`config.mk`:
```
export PLATFORM = sky130hd
export DESIGN_NAME = led_pattern_controller_flat
export DESIGN_NICKNAME = d
export VERILOG_FILES = /design/src/rtl/led_pattern_controller_if.sv /design/src/rtl/led_pattern_controller.sv /design/src/flat_wrapper.sv
export SDC_FILE = /design/constraint.sdc
export NUM_CORES = 1
export LEC_CHECK = 0
export CAP_MARGIN = 10
export CELL_PAD_IN_SITES_DETAIL_PLACEMENT = 0
export CELL_PAD_IN_SITES_GLOBAL_PLACEMENT = 1
export CORE_MARGIN = 8
export CORE_UTILIZATION = 27
export DETAILED_ROUTE_END_ITERATION = 6
export PLACE_DENSITY_LB_ADDON = 0.1
export SYNTH_ARGS = -nofsm -noshare
export SYNTH_HDL_FRONTEND = slang
export SYNTH_SLANG_ARGS = --single-unit
```
`constraint.sdc`:
```
create_clock -name clk -period 2.1 [get_ports clk]
set_input_delay 0.63 -clock clk [delete_from_list [all_inputs] [get_ports clk]]
set_output_delay 0.63 -clock clk [all_outputs]
set_load 0.01 [all_outputs]
```
`src/rtl/led_pattern_controller_if.sv`:
```
// led_pattern_controller_if: control inputs and LED/mode/tick outputs of the LED sequencer.
// rev 1.0
`default_nettype none

interface led_pattern_controller_if;
  logic        en;
  logic        speed;
  logic        mode_next;
  logic [15:0] led;
  logic [1:0]  mode;
  logic        tick;

  modport master (output en, speed, mode_next, input led, mode, tick);
  modport slave  (input en, speed, mode_next, output led, mode, tick);
endinterface

`default_nettype wire

```
`src/rtl/led_pattern_controller.sv`:
```
// led_pattern_controller: tick prescaler plus rotate/bounce/fill pattern sequencer for 16 LEDs.
// rev 1.0
`default_nettype none

module led_pattern_controller #(
  parameter int FAST_CNT = 16777216,
  parameter int SLOW_CNT = 134217728,
  parameter int CNT_W    = 27
) (
  input  wire logic               clk,
  input  wire logic               rst,
  led_pattern_controller_if.slave bus
);

  typedef enum logic [1:0] {
    MODE_ROTATE = 2'd0,
    MODE_BOUNCE = 2'd1,
    MODE_FILL   = 2'd2,
    MODE_RSVD   = 2'd3
  } mode_e;

  localparam logic [CNT_W-1:0] FAST_LAST = CNT_W'(FAST_CNT - 1);
  localparam logic [CNT_W-1:0] SLOW_LAST = CNT_W'(SLOW_CNT - 1);
  localparam logic [15:0]      LED_INIT  = 16'h8000;
  localparam logic             DIR_RIGHT = 1'b0;
  localparam logic             DIR_LEFT  = 1'b1;

  logic [CNT_W-1:0] cnt_q, cnt_d;
  logic [15:0]      led_q, led_d;
  mode_e            mode_q, mode_d;
  logic             dir_q, dir_d;
  logic             tick_q, tick_d;

  logic [15:0]      step_led;
  logic             step_dir;
  logic             at_limit;

  // >= rather than == so a fast switch with cnt above FAST_LAST steps at once.
  assign at_limit = (cnt_q >= (bus.speed ? SLOW_LAST : FAST_LAST));

  always_comb begin
    step_led = led_q >> 1;
    step_dir = dir_q;
    case (mode_q)
      MODE_BOUNCE: begin
        if (dir_q == DIR_RIGHT) begin
          if (led_q == 16'h0001) begin
            step_led = 16'h0002;
            step_dir = DIR_LEFT;
          end
        end else begin
          step_led = led_q << 1;
          if (led_q == 16'h8000) begin
            step_led = 16'h4000;
            step_dir = DIR_RIGHT;
          end
        end
      end
      MODE_FILL: begin
        if (led_q == 16'hFFFF) begin
          step_led = 16'h0000;
        end else begin
          step_led = (led_q >> 1) | 16'h8000;
        end
      end
      default: begin
        if (led_q == 16'h0001) begin
          step_led = 16'h8000;
        end
      end
    endcase
  end

  always_comb begin
    cnt_d  = cnt_q;
    led_d  = led_q;
    mode_d = mode_q;
    dir_d  = dir_q;
    tick_d = 1'b0;
    if (bus.mode_next) begin
      case (mode_q)
        MODE_ROTATE: mode_d = MODE_BOUNCE;
        MODE_BOUNCE: mode_d = MODE_FILL;
        default:     mode_d = MODE_ROTATE;
      endcase
      led_d = LED_INIT;
      dir_d = DIR_RIGHT;
      cnt_d = '0;
    end else if (bus.en) begin
      if (at_limit) begin
        cnt_d  = '0;
        led_d  = step_led;
        dir_d  = step_dir;
        tick_d = 1'b1;
      end else begin
        cnt_d = cnt_q + CNT_W'(1);
      end
    end
  end

  always_ff @(posedge clk or negedge rst) begin
    if (!rst) begin
      cnt_q  <= '0;
      led_q  <= LED_INIT;
      mode_q <= MODE_ROTATE;
      dir_q  <= DIR_RIGHT;
      tick_q <= 1'b0;
    end else begin
      cnt_q  <= cnt_d;
      led_q  <= led_d;
      mode_q <= mode_d;
      dir_q  <= dir_d;
      tick_q <= tick_d;
    end
  end

  assign bus.led  = led_q;
  assign bus.mode = mode_q;
  assign bus.tick = tick_q;

endmodule

`default_nettype wire
```
`src/flat_wrapper.sv`:
```
// flat-port wrapper written by rule: the top's interface ports become plain ports
module led_pattern_controller_flat 
#(
  parameter int FAST_CNT = 16777216,
  parameter int SLOW_CNT = 134217728,
  parameter int CNT_W    = 27
)
  (clk, rst, bus_en, bus_speed, bus_mode_next, bus_led, bus_mode, bus_tick);
  led_pattern_controller_if bus_i ();
  input  wire logic clk;
  input  wire logic rst;
  input wire logic [$bits(bus_i.en)-1:0] bus_en;
  input wire logic [$bits(bus_i.speed)-1:0] bus_speed;
  input wire logic [$bits(bus_i.mode_next)-1:0] bus_mode_next;
  output wire logic [$bits(bus_i.led)-1:0] bus_led;
  output wire logic [$bits(bus_i.mode)-1:0] bus_mode;
  output wire logic [$bits(bus_i.tick)-1:0] bus_tick;
  assign bus_i.en = bus_en;
  assign bus_i.speed = bus_speed;
  assign bus_i.mode_next = bus_mode_next;
  assign bus_led = bus_i.led;
  assign bus_mode = bus_i.mode;
  assign bus_tick = bus_i.tick;
  led_pattern_controller #(.FAST_CNT(FAST_CNT), .SLOW_CNT(SLOW_CNT), .CNT_W(CNT_W)) u_core (.clk(clk), .rst(rst), .bus(bus_i));
endmodule
```
==> results.yml <==
clocking:
  cts_num_sinks: 47
  hold_bufs_at_cts: 0
  tritoncts: "built"
  clk_path_buf_depth: 2
  cts.reportedPaths.clkPinSlew_ns: 0.09
  clock-root-buffer: "sky130_fd_sc_hd__clkbuf_8"
  cts_max_level: 2
  cts_inserted_buffers: 5
  worst_skew_pair.late_latency_ns: 0.30
logic_synthesis:
  synth_top_flop_cell: "sky130_fd_sc_hd__dfrtp_1"
  synth_fp_nets: 299
  yosysSeqAreaShare_pct: 41.6
  yosys_warnings: 0
  synth_async_sr_flop_share_pct: 100
  number_of_flops_mapped_to_enable_cells_by_yosys: 0
  synth.ff_latch_count: 47
  syn-cell-area_sq_um: 2830
  post_synth_num_cell_types: 53
  post_synth_inst_count: 287
  synth.avg_cell_area_sq_um: 9.85
die:
  design.portCount: 24
  die_h_um: 118
  core_area_sq_um: 10200
  initial_utilization_pct: 27.6
  dieArea_sq_um: 14000
  floorplan_die_width_um: 118
  std_cell_rows: 37
outcome:
  failed_checks: "setup timing"
  status: "complete, but fails checks"
sta:
  final_period_minus_worst_setup_slack_ns: 2.18
  slew_headroom_pct: 58.5
  maxClockFrequency_ghz: 0.458
  grt_setup_unrepaired: "yes"
  timing.final.max_slew_violations: 0
  layout_setup_ws_ns: -0.0825
  finalClockSkew_ns: 0.0107
  worstMarginPinSlew_ns: 0.615
  setup-violations-final: 18
  post-route-period-util_pct: 104
  timing.final.hold_violations: 0
global_route:
  globalRouteOverflowTotal: 0
  grt_use_total_pct: 11.7
  number_of_global_route_vias_before_repair: 2584
  grt_start_max_net_pins: 48
  grt_first_pass_wirelength_mm: 13.3
  number_of_antenna_violations_at_the_first_check_in_global_routing: 0
finish:
  nNetsFinal: 370
  layout_commonest_cell: "sky130_fd_sc_hd__buf_4"
  drive_above_1_share_pct: 27.9
  most_used_cells_in_the_layout_excluding_fill_and_tap_cells: "sky130_fd_sc_hd__buf_4, sky130_fd_sc_hd__dfrtp_1, sky130_fd_sc_hd__nor2_1"
  design_area_sq_um: 3780
  antenna_cells: 0
  syn_to_final_growth_pct: 33.8
drt:
  drtAntennaViolNets: 0
  drt-vias-per-instance: 5.08
  drt_first_iter_violations: 124
  drc: 0
  finalWirelength_mm: 8.15
  drt-pass1-iter-count: 4
  vias: 2516
  routed_wire_length_per_instance_um: 16.5
worst_setup_path:
  worstSetupEndpointType: "flip-flop"
  critPathMaxFanout: 6
  setup.worst_path.start_class: "primary input"
  critical_path.cell_chain: "buf_8, inv_12, ha_4, buf_4, a21o_2, a21oi_4, o41ai_4, or4_2, a31oi_1"
  critical-path-slowest-cell: "sky130_fd_sc_hd__or4_2"
  critPathArrivalTime_ns: 2.41
  critPathMaxStageDelay_ns: 0.64
  critical_path_class: "in -> reg"
  critical_path_required_ns: 2.33
  r2r_setup_slack_ns: -0.03
placed_design:
  post-dp-hpwl_mm: 5.64
  gp_congestion: 0.757
  placed_cell_area_sq_um: 3550
  io_buffer_count: 23
min_path:
  hold_class: "in -> async"
power:
  seq_power_share_pct: 45.0
  cellInternalPower_mw: 1.45
  cellLeakagePower_nw: 1.58
  power_per_standard_cell_area_nw_per_um2: 550
  irDropWorstVdd_v: 0.000316
  clock_power_share_pct: 33.8
  power.share.switching_pct: 30.5
  combPwrFrac_pct: 21.2
  power_total_mw: 2.08
  switchingPower_uw: 633
flow_run:
  number_of_max_capacitance_violations_reported: 0
## power by group through the flow
stage	Combinational [mW]	Clock, mW	Sequential (mW)
finish	0.441	0.703	0.936
global route	0.475	0.765	0.940
CTS	0.433	0.746	0.936
detailed placement	0.429	0	0.953
global placement	0.437	0	0.954
floorplan	0.234	0	0.960
## synth_stat cells, types with 2 or more instances
| library cell | number | area (sq um) |
|---|---|---|
| sky130_fd_sc_hd__a211oi_1 | 6 | 45.0 |
| sky130_fd_sc_hd__a211oi_2 | 7 | 87.6 |
| sky130_fd_sc_hd__a21o_2 | 2 | 17.5 |
| sky130_fd_sc_hd__a21oi_1 | 21 | 105 |
| sky130_fd_sc_hd__a22o_1 | 7 | 61.3 |
| sky130_fd_sc_hd__a22oi_1 | 8 | 60.1 |
| sky130_fd_sc_hd__and2_1 | 3 | 18.8 |
| sky130_fd_sc_hd__and3_1 | 4 | 25.0 |
| sky130_fd_sc_hd__and4_1 | 4 | 35.0 |
| sky130_fd_sc_hd__buf_2 | 3 | 15.0 |
| sky130_fd_sc_hd__buf_6 | 6 | 67.6 |
| sky130_fd_sc_hd__clkbuf_1 | 5 | 18.8 |
| sky130_fd_sc_hd__dfrtp_1 | 46 | 1150 |
| sky130_fd_sc_hd__ha_1 | 7 | 87.6 |
| sky130_fd_sc_hd__inv_1 | 5 | 18.8 |
| sky130_fd_sc_hd__mux2i_1 | 3 | 30.0 |
| sky130_fd_sc_hd__nand2_1 | 20 | 75.1 |
| sky130_fd_sc_hd__nand3_1 | 13 | 65.1 |
| sky130_fd_sc_hd__nand4_1 | 13 | 81.3 |
| sky130_fd_sc_hd__nor2_1 | 33 | 124 |
| sky130_fd_sc_hd__nor4_1 | 8 | 50.1 |
| sky130_fd_sc_hd__nor4b_1 | 3 | 26.3 |
| sky130_fd_sc_hd__o211ai_1 | 2 | 15.0 |
| sky130_fd_sc_hd__o21ai_0 | 5 | 25.0 |
| sky130_fd_sc_hd__o32ai_2 | 2 | 32.5 |
| sky130_fd_sc_hd__or2b_1 | 2 | 15.0 |
| sky130_fd_sc_hd__xnor2_1 | 10 | 87.6 |
| sky130_fd_sc_hd__xor2_1 | 14 | 123 |
## logic make-up (layout without fill, tap and decap cells)
family | after synthesis | after routing | synth area share [%]
muxes | 3 | 3 | 1.06
and+or+nand+nor | 114 | 114 | 21.8
adders and majority gates | 7 | 7 | 3.10
xor gates and xnor gates | 24 | 24 | 7.43
AOI/OAI and AO/OA | 71 | 71 | 19.9
buffers and inverters | 21 | 93 | 5.09
DFF | 47 | 47 | 41.6
## final cells by class
class / count / area [sq um]
Fill cell: 1039 / 6450
Multi-Input combinational cell: 219 / 1580
Sequential cell: 47 / 1180
Timing Repair Buffer: 79 / 706
Tap cell: 136 / 170
Clock buffer: 6 / 82.6
Clock inverter: 2 / 35.0
Inverter: 6 / 35.0
## per-layer routing
layer	routed length (um)	vias up	part of all wire (%)	GRT usage, %
li1	-	1205	-	-
met1	3640	1241	45	14.4
met2	4100	61	50	20.1
met3	306	9	3.8	2.19
met4	99	0	1.2	3.84
met5	0	-	0	0
## through the flow
step                worst slack (ns)  std cells  util, %  setup TNS, ns  hold WS [ns]
floorplan                    -0.0393        287        -         -0.377         0.334
global placement              -0.868        480     34.7         -32.13         0.530
detailed placement            -0.895        480     34.7         -32.75         0.529
CTS                          -0.0158        492     36.3        -0.0810         0.304
global route                  -0.146        495     37.0          -3.05         0.313
finish                       -0.0825        495     37.0         -0.586         0.302
## sequential cells by signal (all words and copies together), names as in the netlist
| name | count |
|---|---|
| u_core.bus.led | 16 |
| u_core.dir_q | 1 |
| u_core.bus.mode | 2 |
| u_core.bus.tick | 1 |
| u_core.cnt_q | 27 |
## critical path: cells and delay by family
| kind | cells | cell delay [ns] |
|---|---|---|
| buffers and inverters | 3 | 0.28 |
| adders and majority gates | 1 | 0.19 |
| AOI/OAI and AO/OA | 4 | 0.66 |
| and+or+nand+nor | 1 | 0.64 |
## final timing paths
path | start | endpoint | cells after the start
max | bus_speed | u_core.cnt_q[6] | 9
min | rst | u_core.bus.mode[1] | 2
max reg2reg | u_core.cnt_q[25] | u_core.cnt_q[6] | 7
min reg2reg | u_core.cnt_q[21] | u_core.cnt_q[21] | 2
max in group asynchronous | rst | u_core.bus.led[15] | 2
min in group clk | u_core.cnt_q[21] | u_core.cnt_q[21] | 2
## timing repair
item                       CTS  global route
setup endpoints to repair   46            47
pin swaps                    1             6
gates resized for setup     12            13
buffers inserted             2             3
cloned                       2             0
(Power assumes the default switching activity.)
